==> config.mk <==
export PLATFORM = sky130hd
export DESIGN_NAME = data_sram_ctrl
export DESIGN_NICKNAME = d
export VERILOG_FILES = /design/src/rtl/data_sram_ctrl.sv
export SDC_FILE = /design/constraint.sdc
export NUM_CORES = 1
export LEC_CHECK = 0
export ABC_AREA = 1
export CAP_MARGIN = 20
export CORE_MARGIN = 4
export CORE_UTILIZATION = 40
export CTS_CLUSTER_SIZE = 16
export DETAILED_ROUTE_END_ITERATION = 12
export PLACE_DENSITY = 0.8
export SKIP_LAST_GASP = 1
export SLEW_MARGIN = 5
export SYNTH_ARGS = -nofsm -noshare
export SYNTH_HDL_FRONTEND = slang
export SYNTH_SLANG_ARGS = --single-unit
==> constraint.sdc <==
create_clock -name clk -period 1.8 [get_ports clk]
set_input_delay 0.45 -clock clk [delete_from_list [all_inputs] [get_ports clk]]
set_output_delay 0.45 -clock clk [all_outputs]
set_load 0.02 [all_outputs]
==> src/rtl/data_sram_ctrl.sv <==
// data_sram_ctrl: MEM-stage data port to asynchronous SRAM bridge.
// Each accepted request becomes a multi-cycle SRAM transaction with
// programmable read/write wait states; the pipeline is held via stallreq_o.
module data_sram_ctrl #(
  parameter int ADDR_W  = 18,
  parameter int RD_WAIT = 2,   // 1..15
  parameter int WR_WAIT = 2    // 1..15
) (
  input  logic              clk,
  input  logic              rst,
  input  logic              mem_ce_i,
  input  logic              mem_we_i,
  input  logic [3:0]        mem_sel_i,
  input  logic [31:0]       mem_addr_i,
  input  logic [31:0]       mem_data_i,
  output logic [31:0]       mem_data_o,
  output logic              stallreq_o,
  output logic [ADDR_W-1:0] sram_addr_o,
  output logic [31:0]       sram_data_o,
  input  logic [31:0]       sram_data_i,
  output logic              sram_ce_n_o,
  output logic              sram_oe_n_o,
  output logic              sram_we_n_o,
  output logic [3:0]        sram_be_n_o
);

  typedef enum logic [2:0] {IDLE, RD, WR_SETUP, WR_PULSE, DONE} state_t;

  localparam logic [3:0] RD_LOAD = 4'(RD_WAIT - 1);
  localparam logic [3:0] WR_LOAD = 4'(WR_WAIT - 1);

  state_t     state, state_nxt;
  logic [3:0] wcnt;
  logic       abandon;
  logic       flush;
  logic       busy;

  // Byte-offset bits and address bits above the SRAM window alias away.
  logic unused_addr;
  assign unused_addr = &{1'b0, mem_addr_i[31:ADDR_W+2], mem_addr_i[1:0]};

  // A flushed transaction (ce dropped at any point) retires straight to IDLE.
  assign flush = abandon | ~mem_ce_i;
  assign busy  = (state == RD) || (state == WR_SETUP) || (state == WR_PULSE);

  // Hold request: low only in the DONE cycle, forced low during reset.
  assign stallreq_o = rst & mem_ce_i & (state != DONE);

  // State register.
  always_ff @(posedge clk or negedge rst) begin
    if (!rst) state <= IDLE;
    else      state <= state_nxt;
  end

  // Next-state logic.
  always_comb begin
    state_nxt = state;
    case (state)
      IDLE: begin
        if (mem_ce_i) begin
          if (!mem_we_i)       state_nxt = RD;
          else if (|mem_sel_i) state_nxt = WR_SETUP;
          else                 state_nxt = DONE;   // empty write: no SRAM cycle
        end
      end
      RD:       if (wcnt == 4'd0) state_nxt = flush ? IDLE : DONE;
      WR_SETUP: state_nxt = WR_PULSE;
      WR_PULSE: if (wcnt == 4'd0) state_nxt = flush ? IDLE : DONE;
      DONE:     state_nxt = IDLE;
      default:  state_nxt = IDLE;
    endcase
  end

  // Registered SRAM pins, wait counter, read capture and flush tracking.
  always_ff @(posedge clk or negedge rst) begin
    if (!rst) begin
      sram_ce_n_o <= 1'b1;
      sram_oe_n_o <= 1'b1;
      sram_we_n_o <= 1'b1;
      sram_be_n_o <= 4'hF;
      sram_addr_o <= '0;
      sram_data_o <= '0;
      mem_data_o  <= '0;
      wcnt        <= '0;
      abandon     <= 1'b0;
    end else begin
      if (state_nxt == IDLE)        abandon <= 1'b0;
      else if (busy && !mem_ce_i)   abandon <= 1'b1;

      case (state)
        IDLE: begin
          sram_be_n_o <= 4'hF;
          if (mem_ce_i && !mem_we_i) begin
            sram_addr_o <= mem_addr_i[ADDR_W+1:2];
            sram_ce_n_o <= 1'b0;
            sram_oe_n_o <= 1'b0;
            sram_be_n_o <= 4'h0;
            wcnt        <= RD_LOAD;
          end else if (mem_ce_i && (|mem_sel_i)) begin
            sram_addr_o <= mem_addr_i[ADDR_W+1:2];
            sram_data_o <= mem_data_i;
            sram_ce_n_o <= 1'b0;
            sram_be_n_o <= ~mem_sel_i;
          end
        end
        RD: begin
          if (wcnt == 4'd0) begin
            mem_data_o  <= sram_data_i;
            sram_ce_n_o <= 1'b1;
            sram_oe_n_o <= 1'b1;
            sram_be_n_o <= 4'hF;
          end else begin
            wcnt <= wcnt - 4'd1;
          end
        end
        WR_SETUP: begin
          sram_we_n_o <= 1'b0;
          wcnt        <= WR_LOAD;
        end
        WR_PULSE: begin
          // Address and data stay put for one cycle after we_n rises.
          if (wcnt == 4'd0) begin
            sram_we_n_o <= 1'b1;
            sram_ce_n_o <= 1'b1;
          end else begin
            wcnt <= wcnt - 4'd1;
          end
        end
        DONE: begin
          sram_ce_n_o <= 1'b1;
          sram_oe_n_o <= 1'b1;
          sram_we_n_o <= 1'b1;
          sram_be_n_o <= 4'hF;
        end
        default: ;
      endcase
    end
  end

endmodule

==> results.yml, run 1 <==
logic_synthesis:
  syn_nets: 548
  yosysUniqueCellTypes: 28
  syn_area_per_cell_sq_um: 8.86
  syn_area_sq_um: 3930
  syn-instance-count: 443
  synth_seq_cells: 97
  ys_seq_area_share_pct: 62.1
  yosysWarnings: 0
power:
  ir_drop_mv: 0.872
  p_per_area_nw_per_um2: 1680
  p_leak_nw: 3.68
  switching_share_pct: 40.5
  clkPwrFrac_pct: 13.7
  p_sw_w: 0.00424
  power_frac_seq_pct: 36.4
  pwr-share-comb_pct: 49.9
  internal_power_w: 0.00623
cells_and_area:
  nets: 737
  syn_to_final_growth_pct: 58.6
  final_core_util_pct: 66.1
  drive_above_1_share_pct: 8.02
  fillCellCount: 784
  multiInputGateArea_sq_um: 1230
  register_area_sq_um: 2440
  diodes: 0
  fin_cells: 765
critical_path:
  worstReg2RegEnd: "abandon"
  crit_path_start_kind: "flop"
  r2r_start: "state[2]"
  cp.required_ns: 1.35
  reg2reg_depth: 7
  crit_fanout: 2
  slowest_stage: "clkdlybuf4s50_1"
  worstPathCellList: "clkdlybuf4s50_1"
  path_buf_inv: 1
  crit_family: "buffers and inverters"
  crit_start: "mem_data_o[4]"
  arrival_ns: 1.31
  slowest_delay_ns: 0.61
  criticalPathCategory: "flop to output pin"
  worstSetupEndpointType: "output pin"
  ff2ff_setup_slack_ns: 0.26
placed_design:
  dpl.cell_count: 750
  pre_cts_ws_ns: -0.360
  gp_congestion: 0.768
  hpwl_mm: 7.83
  io_buffers: 179
global_routing:
  antenna_found_initial: 0
  overflow: 0
  grt_max_degree: 65
  grt_use_total_pct: 18.2
  grt_pass1_vias: 3565
  grt_pass1_wl_mm: 16.8
routing:
  wl_per_cell_microns: 13.7
  routed_wl_mm: 10.5
  first_pass_iters: 4
  via_per_inst: 4.58
  num_vias: 3501
  drt_iter0_drc: 200
  ant_nets: 0
  drcViolationCount: 0
die:
  placeableCoreArea_sq_um: 9420
  ios: 194
  die_area_sq_um: 11500
  rows: 35
  die_w_microns: 107
  die_h_microns: 107
  initial_core_util_pct: 41.7
timing:
  period_share_pct: 97.6
  worstMarginPinSlew_ns: 0.551
  finalClockSkew_ns: 0.0144
  fin_crit_ns: 1.76
  fin_ws_ns: 0.0423
  finalSetupViolCount: 0
  maxSlewHeadroom_pct: 63.2
  finalHoldViolCount: 0
  drv_slew: 0
  grt_setup_unrepaired: "false"
  fmax_mhz: 569
clocking:
  cts.path.max_buffers: 2
  cts_tree: "built"
  cts_buffers: 9
  clock_latency_ns: 0.34
  clock-root-buffer: "clkbuf_8"
  cts_max_level: 3
  path_clk_slew_ns: 0.09
  post-cts-setup-buffer-count: 0
  cts_sinks: 97
  cts_hold_buffers: 0
job:
  drv_cap: 0
status:
  outcome: "complete, no violations"
min_path:
  min_path_type: "input pin to async pin"
-- placed cells by master, fill, tap and decap left out, types with 9 or more instances in the layout --
cell type	count
dlymetal6s2s_1	51
o21ai_1	33
dfrtp_1	90
nand2_1	199
buf_4	11
nand3_1	9
dlygate4sd2_1	31
inv_1	40
nor2_1	17
clkbuf_8	11
clkdlybuf4s50_1	95
-- power by group through the flow --
| stage | Sequential (W) | Clock (W) | Combinational, W |
|---|---|---|---|
| 3_5_place_dp | 0.00389 | 0 | 0.00561 |
| 3_3_place_gp | 0.00385 | 0 | 0.00548 |
| 4_1_cts | 0.00385 | 0.00149 | 0.00540 |
| 2_1_floorplan | 0.00507 | 0 | 0.00163 |
| 5_1_grt | 0.00396 | 0.00157 | 0.00572 |
| 6_report | 0.00382 | 0.00143 | 0.00523 |
-- through the flow --
stage	TNS [ns]	total power (W)	hold WS (ns)	cell area [sq um]
after CTS	-0.0941	0.0107	0.0403	6100
after global routing	0	0.0113	0.0451	6230
after detailed placement	-2.16	0.00951	0.433	5940
after global placement	-1.74	0.00933	0.430	5940
final	0	0.0105	0.0577	6230
after floorplan	0	0.00670	0.154	3930
-- area by class of cell --
class                   count  share of cell area, %
flip-flops and latches     97                   39.1
repair buffers            193                   32.6
multi-input cells         286                   19.7
inverters                  45                   2.75
well taps                 129                   2.59
clock buffers              11                   2.43
clock inverters             4                  0.824
-- per-layer routing --
metal  routed length, microns  GRT usage (%)  vias up  part of all wire [%]
met4                      201           5.39        0                   1.9
li1                         -              -     1736                     -
met5                        0              0        -                     0
met3                      757           5.60       16                   7.2
met2                     5240           30.5      126                    50
met1                     4290           22.7     1623                    41
-- worst max path at each step --
| stage | end | slack, ns | depth (start not counted) |
|---|---|---|---|
| after global placement | stallreq_o | -0.36 | 4 |
| after floorplan | stallreq_o | 0.33 | 3 |
| after detailed placement | stallreq_o | -0.36 | 4 |
| after CTS | stallreq_o | -0.09 | 4 |
| after global routing | sram_data_o[21] | 0.0007 | 1 |
| final | mem_data_o[4] | 0.04 | 1 |
-- state kept, by name, indices dropped and copies added (netlist names) --
name	flops
state	3
sram_we_n_o	1
abandon	1
sram_data_o	32
wcnt	4
sram_be_n_o	4
sram_oe_n_o	1
sram_addr_o	18
mem_data_o	32
sram_ce_n_o	1
-- logic make-up (layout without fill, tap and decap cells) --
family	after synthesis	after routing	synth area share, %
AO/OA/AOI/OAI	48	48	6.60
flip-flops	97	97	62.1
adder cells (fa/ha/maj)	1	1	0.319
XOR/XNOR	2	2	0.446
AND/OR/NAND/NOR	235	235	23.9
buffers and inverters	60	253	6.69
-- synth_stat cells, drive strengths merged --
cell / number / area (sq um)
ha: 1 / 12.5
dfstp: 7 / 184
nand4: 2 / 27.5
clkbuf: 1 / 5.00
nand2: 202 / 766
o22a: 3 / 26.3
xor2: 2 / 17.5
dfrtp: 90 / 2250
buf: 14 / 86.3
nor3: 1 / 5.00
nand3b: 1 / 7.51
nand3: 10 / 55.1
o21ai: 35 / 175
a21oi: 7 / 38.8
inv: 45 / 171
o22ai: 2 / 12.5
a31oi: 1 / 6.26
nor2: 19 / 76.3
-- what timing repair did --
item,CTS,global route
resized for setup,32,53
endpoints found under the setup margin,32,52
endpoints found under the hold margin,0,0
Power figures use the tool's default switching activity.
==> run 2: changes to the inputs <==
SKIP_CTS_REPAIR_TIMING = 1   (was default)
==> run 2 against run 1 <==
Sequential cell count unchanged. Via count increased by 0.54%. Clock power barely moved. Worst setup slack lost 0.029 ns. Worst hold slack worse by 0.0044 ns. Clock skew shrank 0.0037 ns.
==> results.yml, run 2 (same netlist as run 1, synthesis figures left out) <==
min_path:
  min_path_type: "input pin to async pin"
status:
  outcome: "complete, no violations"
clocking:
  path_clk_slew_ns: 0.09
  cts_tree: "built"
  clock-root-buffer: "clkbuf_8"
  cts_max_level: 3
  cts_buffers: 9
  clock_latency_ns: 0.34
  cts.path.max_buffers: 2
  cts_sinks: 97
die:
  die_h_microns: 107
  rows: 35
  initial_core_util_pct: 41.7
  ios: 194
  placeableCoreArea_sq_um: 9420
  die_w_microns: 107
  die_area_sq_um: 11500
timing:
  fin_crit_ns: 1.79
  finalHoldViolCount: 0
  fmax_mhz: 560
  finalSetupViolCount: 0
  worstMarginPinSlew_ns: 0.554
  drv_slew: 0
  grt_setup_unrepaired: "true"
  period_share_pct: 99.2
  maxSlewHeadroom_pct: 63.1
  finalClockSkew_ns: 0.0107
critical_path:
  arrival_ns: 1.34
  worstSetupEndpointType: "output pin"
  criticalPathCategory: "input pin to output pin"
  cp.required_ns: 1.35
  crit_path_start_kind: "input pin"
  crit_fanout: 2
routing:
  via_per_inst: 4.60
  ant_nets: 0
  top_layer: "met4"
  drcViolationCount: 0
  routed_wl_mm: 10.6
  met1_length_mm: 4.30
  num_vias: 3520
  wl_met2_mm: 5.30
  wl_per_cell_microns: 13.8
  first_pass_iters: 6
  drt_iter0_drc: 175
  routed-wl-met3_microns: 745
global_routing:
  grt_max_degree: 65
  grt_pass1_wl_mm: 16.8
  overflow: 0
  grt_pass1_vias: 3565
  grt_use_total_pct: 18.2
  antenna_found_initial: 0
power:
  internal_power_w: 0.00640
  power_frac_seq_pct: 35.8
  ir_drop_mv: 0.914
  switching_share_pct: 39.9
  pwr-share-comb_pct: 50.8
  p_total_w: 0.0107
  p_leak_nw: 3.96
  p_sw_w: 0.00425
  clkPwrFrac_pct: 13.4
  p_per_area_nw_per_um2: 1680
placed_design:
  gp_congestion: 0.768
  hpwl_mm: 7.83
  io_buffers: 179
  dpl.cell_count: 750
cells_and_area:
  diodes: 0
  final_common_cell: "nand2_1"
  drive_above_1_share_pct: 7.86
  nets: 737
  fin_cells: 765
  layout_common_cells: "nand2_1, clkdlybuf4s50_1, dfrtp_1"
  final_core_util_pct: 67.4
  largestRegisters: "mem_data_o x32, sram_data_o x32, sram_addr_o x18"
  syn_to_final_growth_pct: 61.8
job:
  drv_cap: 0
-- run 2: cell count changes in the layout (fill, tap and decap cells not counted) --
cell	previous run	this run
dlymetal6s2s_1	51	83
dlygate4sd2_1	31	0
clkbuf_2	1	0
-- run 2: critical path: stages --
cell and delay [ns]:
clkdlybuf4s50_1 0.48, nand2_1 0.06, a21oi_1 0.10, dlymetal6s2s_1 0.25
-- run 2: power groups by stage --
stage	Sequential, W	Clock [W]	Combinational, W
floorplan	0.00507	0	0.00163
global placement	0.00385	0	0.00548
detailed placement	0.00389	0	0.00561
CTS	0.00386	0.00149	0.00564
global route	0.00396	0.00157	0.00589
finish	0.00381	0.00143	0.00541
-- run 2: layer usage --
layer / track usage (%) / up-vias
met3: 5.60 / 15
met2: 30.5 / 124
li1: - / 1737
met4: 5.39 / 0
met1: 22.7 / 1644
met5: 0 / -
-- run 2: final cells by class --
type | instances | area [sq um]
clock buffer | 11 | 151
clock inverter | 4 | 51.3
fill | 749 | 3070
inverter | 45 | 171
multi-input combinational | 286 | 1230
sequential | 97 | 2440
tap | 129 | 161
timing repair buffer | 193 | 2150
-- run 2: path summary, 6_finish.rpt --
path,from,endpoint,slack [ns],cells after the start
min reg2reg,sram_addr_o[17],sram_addr_o[17],0.47,2
max reg2reg,state[2],abandon,0.25,7
max,mem_ce_i,stallreq_o,0.01,4
max in group asynchronous,rst,sram_data_o[9],0.92,3
min in group clk,sram_addr_o[17],sram_addr_o[17],0.47,2
min,rst,sram_addr_o[3],0.05,2
-- run 2: per-stage QoR --
step	setup WS (ns)	area [sq um]	hold WS, ns	TNS (ns)
2_1_floorplan	0.334	3930	0.154	0
3_3_place_gp	-0.360	5940	0.430	-1.74
3_5_place_dp	-0.360	5940	0.433	-2.16
4_1_cts	-0.375	6140	0.0403	-1.80
5_1_grt	-0.0177	6350	0.0491	-0.0177
6_report	0.0138	6350	0.0534	0
